<file path="src/rtl/div_seq_ctrl_pkg.sv">
// Shared types and defaults for the sequential divider controller.
// Latency: none (declarations only). Backpressure: n/a.
// Holds the FSM state encoding and the default datapath/tag widths.
package div_seq_ctrl_pkg;

    localparam int DIV_DATA_W = 32;
    localparam int DIV_TAG_W  = 5;

    typedef enum logic [2:0] {
        ST_IDLE = 3'd0,
        ST_PREP = 3'd1,
        ST_ITER = 3'd2,
        ST_FIX  = 3'd3,
        ST_DONE = 3'd4
    } div_st_e;

endpackage

</file>
<file path="src/rtl/div_radix2_step.sv">
// One restoring radix-2 division step on the {rem,quot} shift pair.
// Latency: combinational. Backpressure: n/a.
// Assumes rem_i < div_i on entry (holds for every non-zero divisor).
module div_radix2_step #(
    parameter int W = 32
) (
    input  logic [W-1:0] rem_i,
    input  logic [W-1:0] quot_i,
    input  logic [W-1:0] div_i,
    output logic [W-1:0] rem_o,
    output logic [W-1:0] quot_o
);

    logic [W:0] shifted;
    logic [W:0] diff;

    assign shifted = {rem_i, quot_i[W-1]};
    assign diff    = shifted - {1'b0, div_i};

    // Borrow out of the W+1 bit subtract means the trial failed: restore.
    assign rem_o  = diff[W] ? shifted[W-1:0] : diff[W-1:0];
    assign quot_o = {quot_i[W-2:0], ~diff[W]};

endmodule

</file>
<file path="src/rtl/div_seq_ctrl.sv">
// Divider sequencer: IDLE->PREP->ITER->FIX->DONE for div/mod signed/unsigned; DIV_EARLY_OUT_EN skips ITER.
// Latency: accept to out_valid DATA_W+3 cycles (3 on early-out). Backpressure: result held in DONE until out_ready.
// in_ready only in IDLE; flush cancels from any state, masking in_ready.
module div_seq_ctrl
    import div_seq_ctrl_pkg::*;
#(
    parameter int DATA_W = DIV_DATA_W,
    parameter int TAG_W  = DIV_TAG_W
) (
    input  logic              clk,
    input  logic              resetn,
    input  logic              in_valid,
    output logic              in_ready,
    input  logic              in_signed,
    input  logic [DATA_W-1:0] in_a,
    input  logic [DATA_W-1:0] in_b,
    input  logic [TAG_W-1:0]  in_tag,
    input  logic              flush,
    output logic              out_valid,
    input  logic              out_ready,
    output logic [DATA_W-1:0] out_quot,
    output logic [DATA_W-1:0] out_rem,
    output logic [TAG_W-1:0]  out_tag,
    output logic              busy
);

    localparam int CNT_W = $clog2(DATA_W);

    div_st_e           state_q, state_d;
    logic [CNT_W-1:0]  cnt_q, cnt_d;
    logic [DATA_W-1:0] a_q, a_d;
    logic [DATA_W-1:0] b_q, b_d;
    logic [DATA_W-1:0] rem_q, rem_d;
    logic [DATA_W-1:0] quot_q, quot_d;
    logic [DATA_W-1:0] dvsr_q, dvsr_d;
    logic [DATA_W-1:0] res_quot_q, res_quot_d;
    logic [DATA_W-1:0] res_rem_q, res_rem_d;
    logic [TAG_W-1:0]  tag_q, tag_d;
    logic              sgn_q, sgn_d;
    logic              neg_quot_q, neg_quot_d;
    logic              neg_rem_q, neg_rem_d;
    logic              bzero_q, bzero_d;

    logic [DATA_W-1:0] a_mag, b_mag;
    logic [DATA_W-1:0] step_rem, step_quot;

    assign a_mag = (sgn_q && a_q[DATA_W-1]) ? -a_q : a_q;
    assign b_mag = (sgn_q && b_q[DATA_W-1]) ? -b_q : b_q;

    div_radix2_step #(.W(DATA_W)) u_step (
        .rem_i  (rem_q),
        .quot_i (quot_q),
        .div_i  (dvsr_q),
        .rem_o  (step_rem),
        .quot_o (step_quot)
    );

    assign in_ready  = (state_q == ST_IDLE) && !flush;
    assign busy      = (state_q != ST_IDLE);
    assign out_valid = (state_q == ST_DONE);
    assign out_quot  = res_quot_q;
    assign out_rem   = res_rem_q;
    assign out_tag   = tag_q;

    always_comb begin
        state_d    = state_q;
        cnt_d      = cnt_q;
        a_d        = a_q;
        b_d        = b_q;
        rem_d      = rem_q;
        quot_d     = quot_q;
        dvsr_d     = dvsr_q;
        res_quot_d = res_quot_q;
        res_rem_d  = res_rem_q;
        tag_d      = tag_q;
        sgn_d      = sgn_q;
        neg_quot_d = neg_quot_q;
        neg_rem_d  = neg_rem_q;
        bzero_d    = bzero_q;

        if (flush) begin
            state_d = ST_IDLE;
            cnt_d   = '0;
        end else begin
            case (state_q)
                ST_IDLE: begin
                    if (in_valid && in_ready) begin
                        a_d     = in_a;
                        b_d     = in_b;
                        sgn_d   = in_signed;
                        tag_d   = in_tag;
                        state_d = ST_PREP;
                    end
                end
                ST_PREP: begin
                    quot_d     = a_mag;
                    rem_d      = '0;
                    dvsr_d     = b_mag;
                    neg_quot_d = sgn_q && (a_q[DATA_W-1] ^ b_q[DATA_W-1]);
                    neg_rem_d  = sgn_q && a_q[DATA_W-1];
                    bzero_d    = (b_q == '0);
                    cnt_d      = CNT_W'(DATA_W - 1);
                    state_d    = ST_ITER;
`ifdef DIV_EARLY_OUT_EN
                    // Quotient is already known to be zero (or forced for b==0 in FIX).
                    if ((b_q == '0) || (a_mag < b_mag)) begin
                        quot_d  = '0;
                        rem_d   = a_mag;
                        cnt_d   = '0;
                        state_d = ST_FIX;
                    end
`endif
                end
                ST_ITER: begin
                    rem_d  = step_rem;
                    quot_d = step_quot;
                    if (cnt_q == '0) begin
                        state_d = ST_FIX;
                    end else begin
                        cnt_d = cnt_q - 1'b1;
                    end
                end
                ST_FIX: begin
                    if (bzero_q) begin
                        res_quot_d = '1;
                        res_rem_d  = a_q;
                    end else begin
                        res_quot_d = neg_quot_q ? -quot_q : quot_q;
                        res_rem_d  = neg_rem_q ? -rem_q : rem_q;
                    end
                    state_d = ST_DONE;
                end
                ST_DONE: begin
                    if (out_ready) begin
                        state_d = ST_IDLE;
                    end
                end
                default: state_d = ST_IDLE;
            endcase
        end
    end

    always_ff @(posedge clk or negedge resetn) begin
        if (!resetn) begin
            state_q    <= ST_IDLE;
            cnt_q      <= '0;
            a_q        <= '0;
            b_q        <= '0;
            rem_q      <= '0;
            quot_q     <= '0;
            dvsr_q     <= '0;
            res_quot_q <= '0;
            res_rem_q  <= '0;
            tag_q      <= '0;
            sgn_q      <= 1'b0;
            neg_quot_q <= 1'b0;
            neg_rem_q  <= 1'b0;
            bzero_q    <= 1'b0;
        end else begin
            state_q    <= state_d;
            cnt_q      <= cnt_d;
            a_q        <= a_d;
            b_q        <= b_d;
            rem_q      <= rem_d;
            quot_q     <= quot_d;
            dvsr_q     <= dvsr_d;
            res_quot_q <= res_quot_d;
            res_rem_q  <= res_rem_d;
            tag_q      <= tag_d;
            sgn_q      <= sgn_d;
            neg_quot_q <= neg_quot_d;
            neg_rem_q  <= neg_rem_d;
            bzero_q    <= bzero_d;
        end
    end

endmodule

</file>
<file path="config.mk">
export PLATFORM = sky130hd
export DESIGN_NAME = div_seq_ctrl
export DESIGN_NICKNAME = d
export VERILOG_FILES = /design/src/rtl/div_seq_ctrl_pkg.sv /design/src/rtl/div_radix2_step.sv /design/src/rtl/div_seq_ctrl.sv
export SDC_FILE = /design/constraint.sdc
export NUM_CORES = 1
export LEC_CHECK = 0
export BUFFER_PORTS_ARGS = -buffer_cell sky130_fd_sc_hd__buf_2
export CAP_MARGIN = 20
export CORE_MARGIN = 2
export CORE_UTILIZATION = 65
export CTS_BUF_LIST = sky130_fd_sc_hd__clkbuf_4 sky130_fd_sc_hd__clkbuf_8
export CTS_CLUSTER_DIAMETER = 200
export DETAILED_ROUTE_END_ITERATION = 10
export HOLD_SLACK_MARGIN = 0.02
export PLACE_DENSITY_LB_ADDON = 0.08
export SLEW_MARGIN = 15
export SYNTH_ARGS = -nofsm -noshare
export SYNTH_HDL_FRONTEND = slang
export SYNTH_HIERARCHICAL = 1
export SYNTH_SLANG_ARGS = --single-unit
</file>
<file path="constraint.sdc">
create_clock -name clk -period 5.6 [get_ports clk]
set_input_delay 1.12 -clock clk [delete_from_list [all_inputs] [get_ports clk]]
set_output_delay 1.12 -clock clk [all_outputs]
set_load 0.02 [all_outputs]
</file>
==> run summary <==
CLOCKING
------------------------------------------------------------------------------------
Clock Tree Root                                                         sky130_fd_sc_hd__clkbuf_8
Number of clock buffers inserted by TritonCTS                                     42
Quantity of hold-fixing buffers added after cts                                    0
Clock insertion delay at the later pin of the skew report                     550 ps
TritonCTS clock tree                                                            done
Post-cts gate resize count                                                         0
Clock Path Buffers                                                                 3
Number of levels in the clock H-tree                                               2
Reg clk slew, reported paths                                                   60 ps
Total number of clock tree sinks                                                 241
Setup bufs post-CTS                                                                0

ROUTE
------------------------------------------------------------------------------------
Count of nets left with antenna violations after detail routing                    0
Vias per Instance                                                               6.07
Starting DRC count in detailed routing                                           738
DRT Wirelength                                                              35700 um
Number of iterations in the first detailed-routing pass                            5
Remaining design rule violation count                                              0
Routed vias                                                                    12.2k
Final routed wire length divided by cell count                               17.8 um

LOGIC SYNTHESIS
------------------------------------------------------------------------------------
Cell type with the highest aggregate area in the netlist                sky130_fd_sc_hd__dfrtp_1
Post-Synthesis Mean Instance Area                                          9.18 um^2
Total of flip-flops plus latches after synthesis                                 241
Mapped Nets                                                                     1738
Share of flip-flops with an asynchronous set or reset after synthesis           1.00
Syn Std Cell Area                                                         14900 um^2
Count of flip-flops with a built-in enable after synthesis                         0
Number of instances in the synthesized netlist                                  1625
Number of warnings printed during yosys synthesis                                  6
Number of distinct library cells after synthesis                                  80
Post-synthesis sequential area ratio                                           0.404
Area fraction of the dominant cell type after synthesis                        0.404
Cells taking the most area after synthesis                              sky130_fd_sc_hd__dfrtp_1 40%, sky130_fd_sc_hd__mux2_2 5.4%, sky130_fd_sc_hd__xor2_1 5.4%
Top flip-flop cell by instance count after synthesis                    sky130_fd_sc_hd__dfrtp_1

STA
------------------------------------------------------------------------------------
Setup repair after global routing missed its margin                            false
Worst slew slack as a fraction of its limit                                    0.348
Setup total negative slack                                                      0 ps
Final Hold Fails                                                                   0
Post-Route Skew                                                              18.9 ps
Count of final setup violators                                                     0
F_max                                                                        239 MHz
Final count of pins violating max slew                                             0
Fraction of the cycle the final worst path needs                               0.747
Clock period minus worst slack                                               4180 ps
Tightest Pin Transition                                                       977 ps

FLOORPLAN
------------------------------------------------------------------------------------
Die span in x                                                                 156 um
Core Footprint                                                            22600 um^2
Initial core utilization                                                       0.661
Count of pins on the block boundary                                              147
Die height                                                                    156 um
Row count                                                                         55
Overall die area                                                          24200 um^2

POWER
------------------------------------------------------------------------------------
Portion of total power attributed to the clock network                         0.181
Internal Dissipation                                                       0.00547 W
Switching power                                                            0.00405 W
Share of total power in sequential cells                                       0.328
Leakage                                                                      7.39 nW
Switching part of the total                                                    0.425
Final Total Pwr                                                            0.00953 W
Pwr dens                                                                 580 nW/um^2
Combinational power share                                                      0.492
IR Drop Worst-Case VDD                                                        429 uV

CRITICAL PATH
------------------------------------------------------------------------------------
Slowest stage delay, CP                                                       490 ps
Arr. time, crit path                                                         4570 ps
CP Data Required Time                                                        5990 ps
Most used cell along the critical path                                  sky130_fd_sc_hd__o2111ai_1
Cell with the largest stage delay on the worst path                     sky130_fd_sc_hd__inv_2
Capturing element type of the critical path                                 register
Worst path cell trace                                                   inv_1 > ha_1 > fa_1 > and2b_1 > o2111ai_1 > a21oi_2 > o2111ai_1 > a211oi_2 > nor2_2 > mux2i_1 > buf_4 > and2_4 > inv_2 > mux2_1 > nand2_1 > o21ai_0
Critical path start-end classification                                       reg2reg
Kind of start point of the critical path                                    register
Worst-case register-to-register setup slack                                  1420 ps
Peak fanout along the critical path                                               22

FINISH
------------------------------------------------------------------------------------
Area added between synthesis and finish                                        10.1%
Fraction of final layout cells sized beyond drive strength 1                   0.210
Total of fill cells in the finished design                                      1790
Flip-flop and latch area                                                   6030 um^2
Post-layout instance area                                                 16400 um^2
Non-filler instance count after layout                                          2012
Diodes inserted                                                                    0
Top library cells by usage in the layout, fill and taps aside           241 x sky130_fd_sc_hd__dfrtp_1, 163 x sky130_fd_sc_hd__nand2_1, 145 x sky130_fd_sc_hd__buf_2
Nets@finish                                                                     1811
Total area of multi-input combinational cells                              8050 um^2
Most common cell after layout, fill and taps aside                      sky130_fd_sc_hd__dfrtp_1

GRT
------------------------------------------------------------------------------------
Pin count of the biggest net entering global routing                             129
Aggregate global-route resource usage                                          0.296
Met2 usage                                                                     0.511
Initial antenna violation count                                                    0
Busiest metal layer after global routing                                        met2
Via count of the first global-routing pass                                     11.7k
Met3 usage in global routing                                                  0.0379
M1 GR Usage                                                                    0.379
Wire length of the first global-routing pass                                58300 um
Leftover overflow at the end of global routing                                     0

STATUS
------------------------------------------------------------------------------------
Run status                                                              finished, final reports clean

FLOW RUN
------------------------------------------------------------------------------------
Count of maximum capacitance violations                                            0

PLACED DESIGN
------------------------------------------------------------------------------------
Cell Area, Placed                                                         15500 um^2
DP Cell Count                                                                   1939
HPWL reported at the end of detailed placement                              25600 um
Number of I/O port buffers                                                       146
Final GP Congestion                                                            0.918

WORST HOLD PATH
------------------------------------------------------------------------------------
HP Class                                                                     reg2reg

worst max-delay path, delay by kind of cell, from the launching register on:
family                   cells  cell delay [ps]
AND/OR/NAND/NOR              4              600
adder cells (fa/ha/maj)      2              630
multiplexers                 2              520
flip-flops                   1              450
AO/OA/AOI/OAI                5             1070
buffers and inverters        3              750
cells by family (layout without fill, tap and decap cells):
family,count (synthesis),in the layout,share of synthesized area
XOR/XNOR,137,137,0.0804
adder cells (fa/ha/maj),38,38,0.0324
multiplexers,103,103,0.0817
flip-flops,241,241,0.404
buffers and inverters,188,290,0.0582
AND/OR/NAND/NOR,485,485,0.161
AO/OA/AOI/OAI,433,433,0.182
cell usage after synthesis (all sizes together) (3+ instances only):
cell     number
dfrtp       241
nand2       164
o21ai       148
nor2        112
a21oi       105
mux2         93
xor2         92
clkbuf       84
inv          52
buf          50
xnor2        45
ha           37
o31ai        35
nand3        32
a31oi        28
nor3         28
or3          28
o41ai        26
o22ai        24
nor4         23
a21o         20
nand4        17
or4          15
and3         13
mux2i        10
nand2b       10
a211oi        9
nor3b         9
and2          7
nor2b         7
o211ai        7
nand3b        5
o2111ai       4
o21a          4
o21bai        4
o311ai        4
a21boi        3
or4b          3
worst paths after layout:
check / endpoint / cells after the start / startpoint
max in group asynchronous: dvsr_q[30] / 2 / resetn
worst max-delay path: rem_q[4] / 16 / quot_q[31]
min in group asynchronous: cnt_q[1] / 1 / resetn
worst max register to register: rem_q[4] / 16 / quot_q[31]
worst min-delay path: dvsr_q[31] / 2 / dvsr_q[31]
worst min register to register: dvsr_q[31] / 2 / dvsr_q[31]
final cells by class:
class / count / area share
clock buffer: 70 / 0.0533
clock inverter: 3 / 0.00244
timing repair buffer: 163 / 0.0529
inverter: 54 / 0.0123
sequential: 241 / 0.367
tap: 285 / 0.0217
multi-input combinational: 1196 / 0.490
sequential cells by signal, indices dropped and copies added, names as in the netlist:
name and cells:
rem_q 32, neg_quot_q 1, b_q 32, state_q 3, out_tag 5, bzero_q 1
out_quot 32, quot_q 32, cnt_q 5, sgn_q 1, neg_rem_q 1, out_rem 32
dvsr_q 32, a_q 32
routing by layer:
metal	up-vias	wire [um]
li1	5962	-
met1	5775	15300
met2	391	17600
met3	89	1680
met4	0	1180
met5	-	0
per-stage QoR:
step / util / hold slack, ps / worst slack, ps
final: 0.728 / 475 / 1420
after global routing: 0.728 / 501 / 1220
after CTS: 0.728 / 479 / 1490
after detailed placement: 0.687 / 463 / 1510
after global placement: 0.687 / 457 / 1630
after floorplan: - / 442 / 2410
power groups by stage:
stage | combinational [W] | sequential, W | clock, W
after floorplan | 0.00363 | 0.00316 | 0
after global placement | 0.00457 | 0.00310 | 0
after detailed placement | 0.00464 | 0.00314 | 0
after CTS | 0.00467 | 0.00311 | 0.00175
after global routing | 0.00516 | 0.00321 | 0.00183
final | 0.00468 | 0.00312 | 0.00172
No activity file was read; power rests on OpenSTA's default activity.
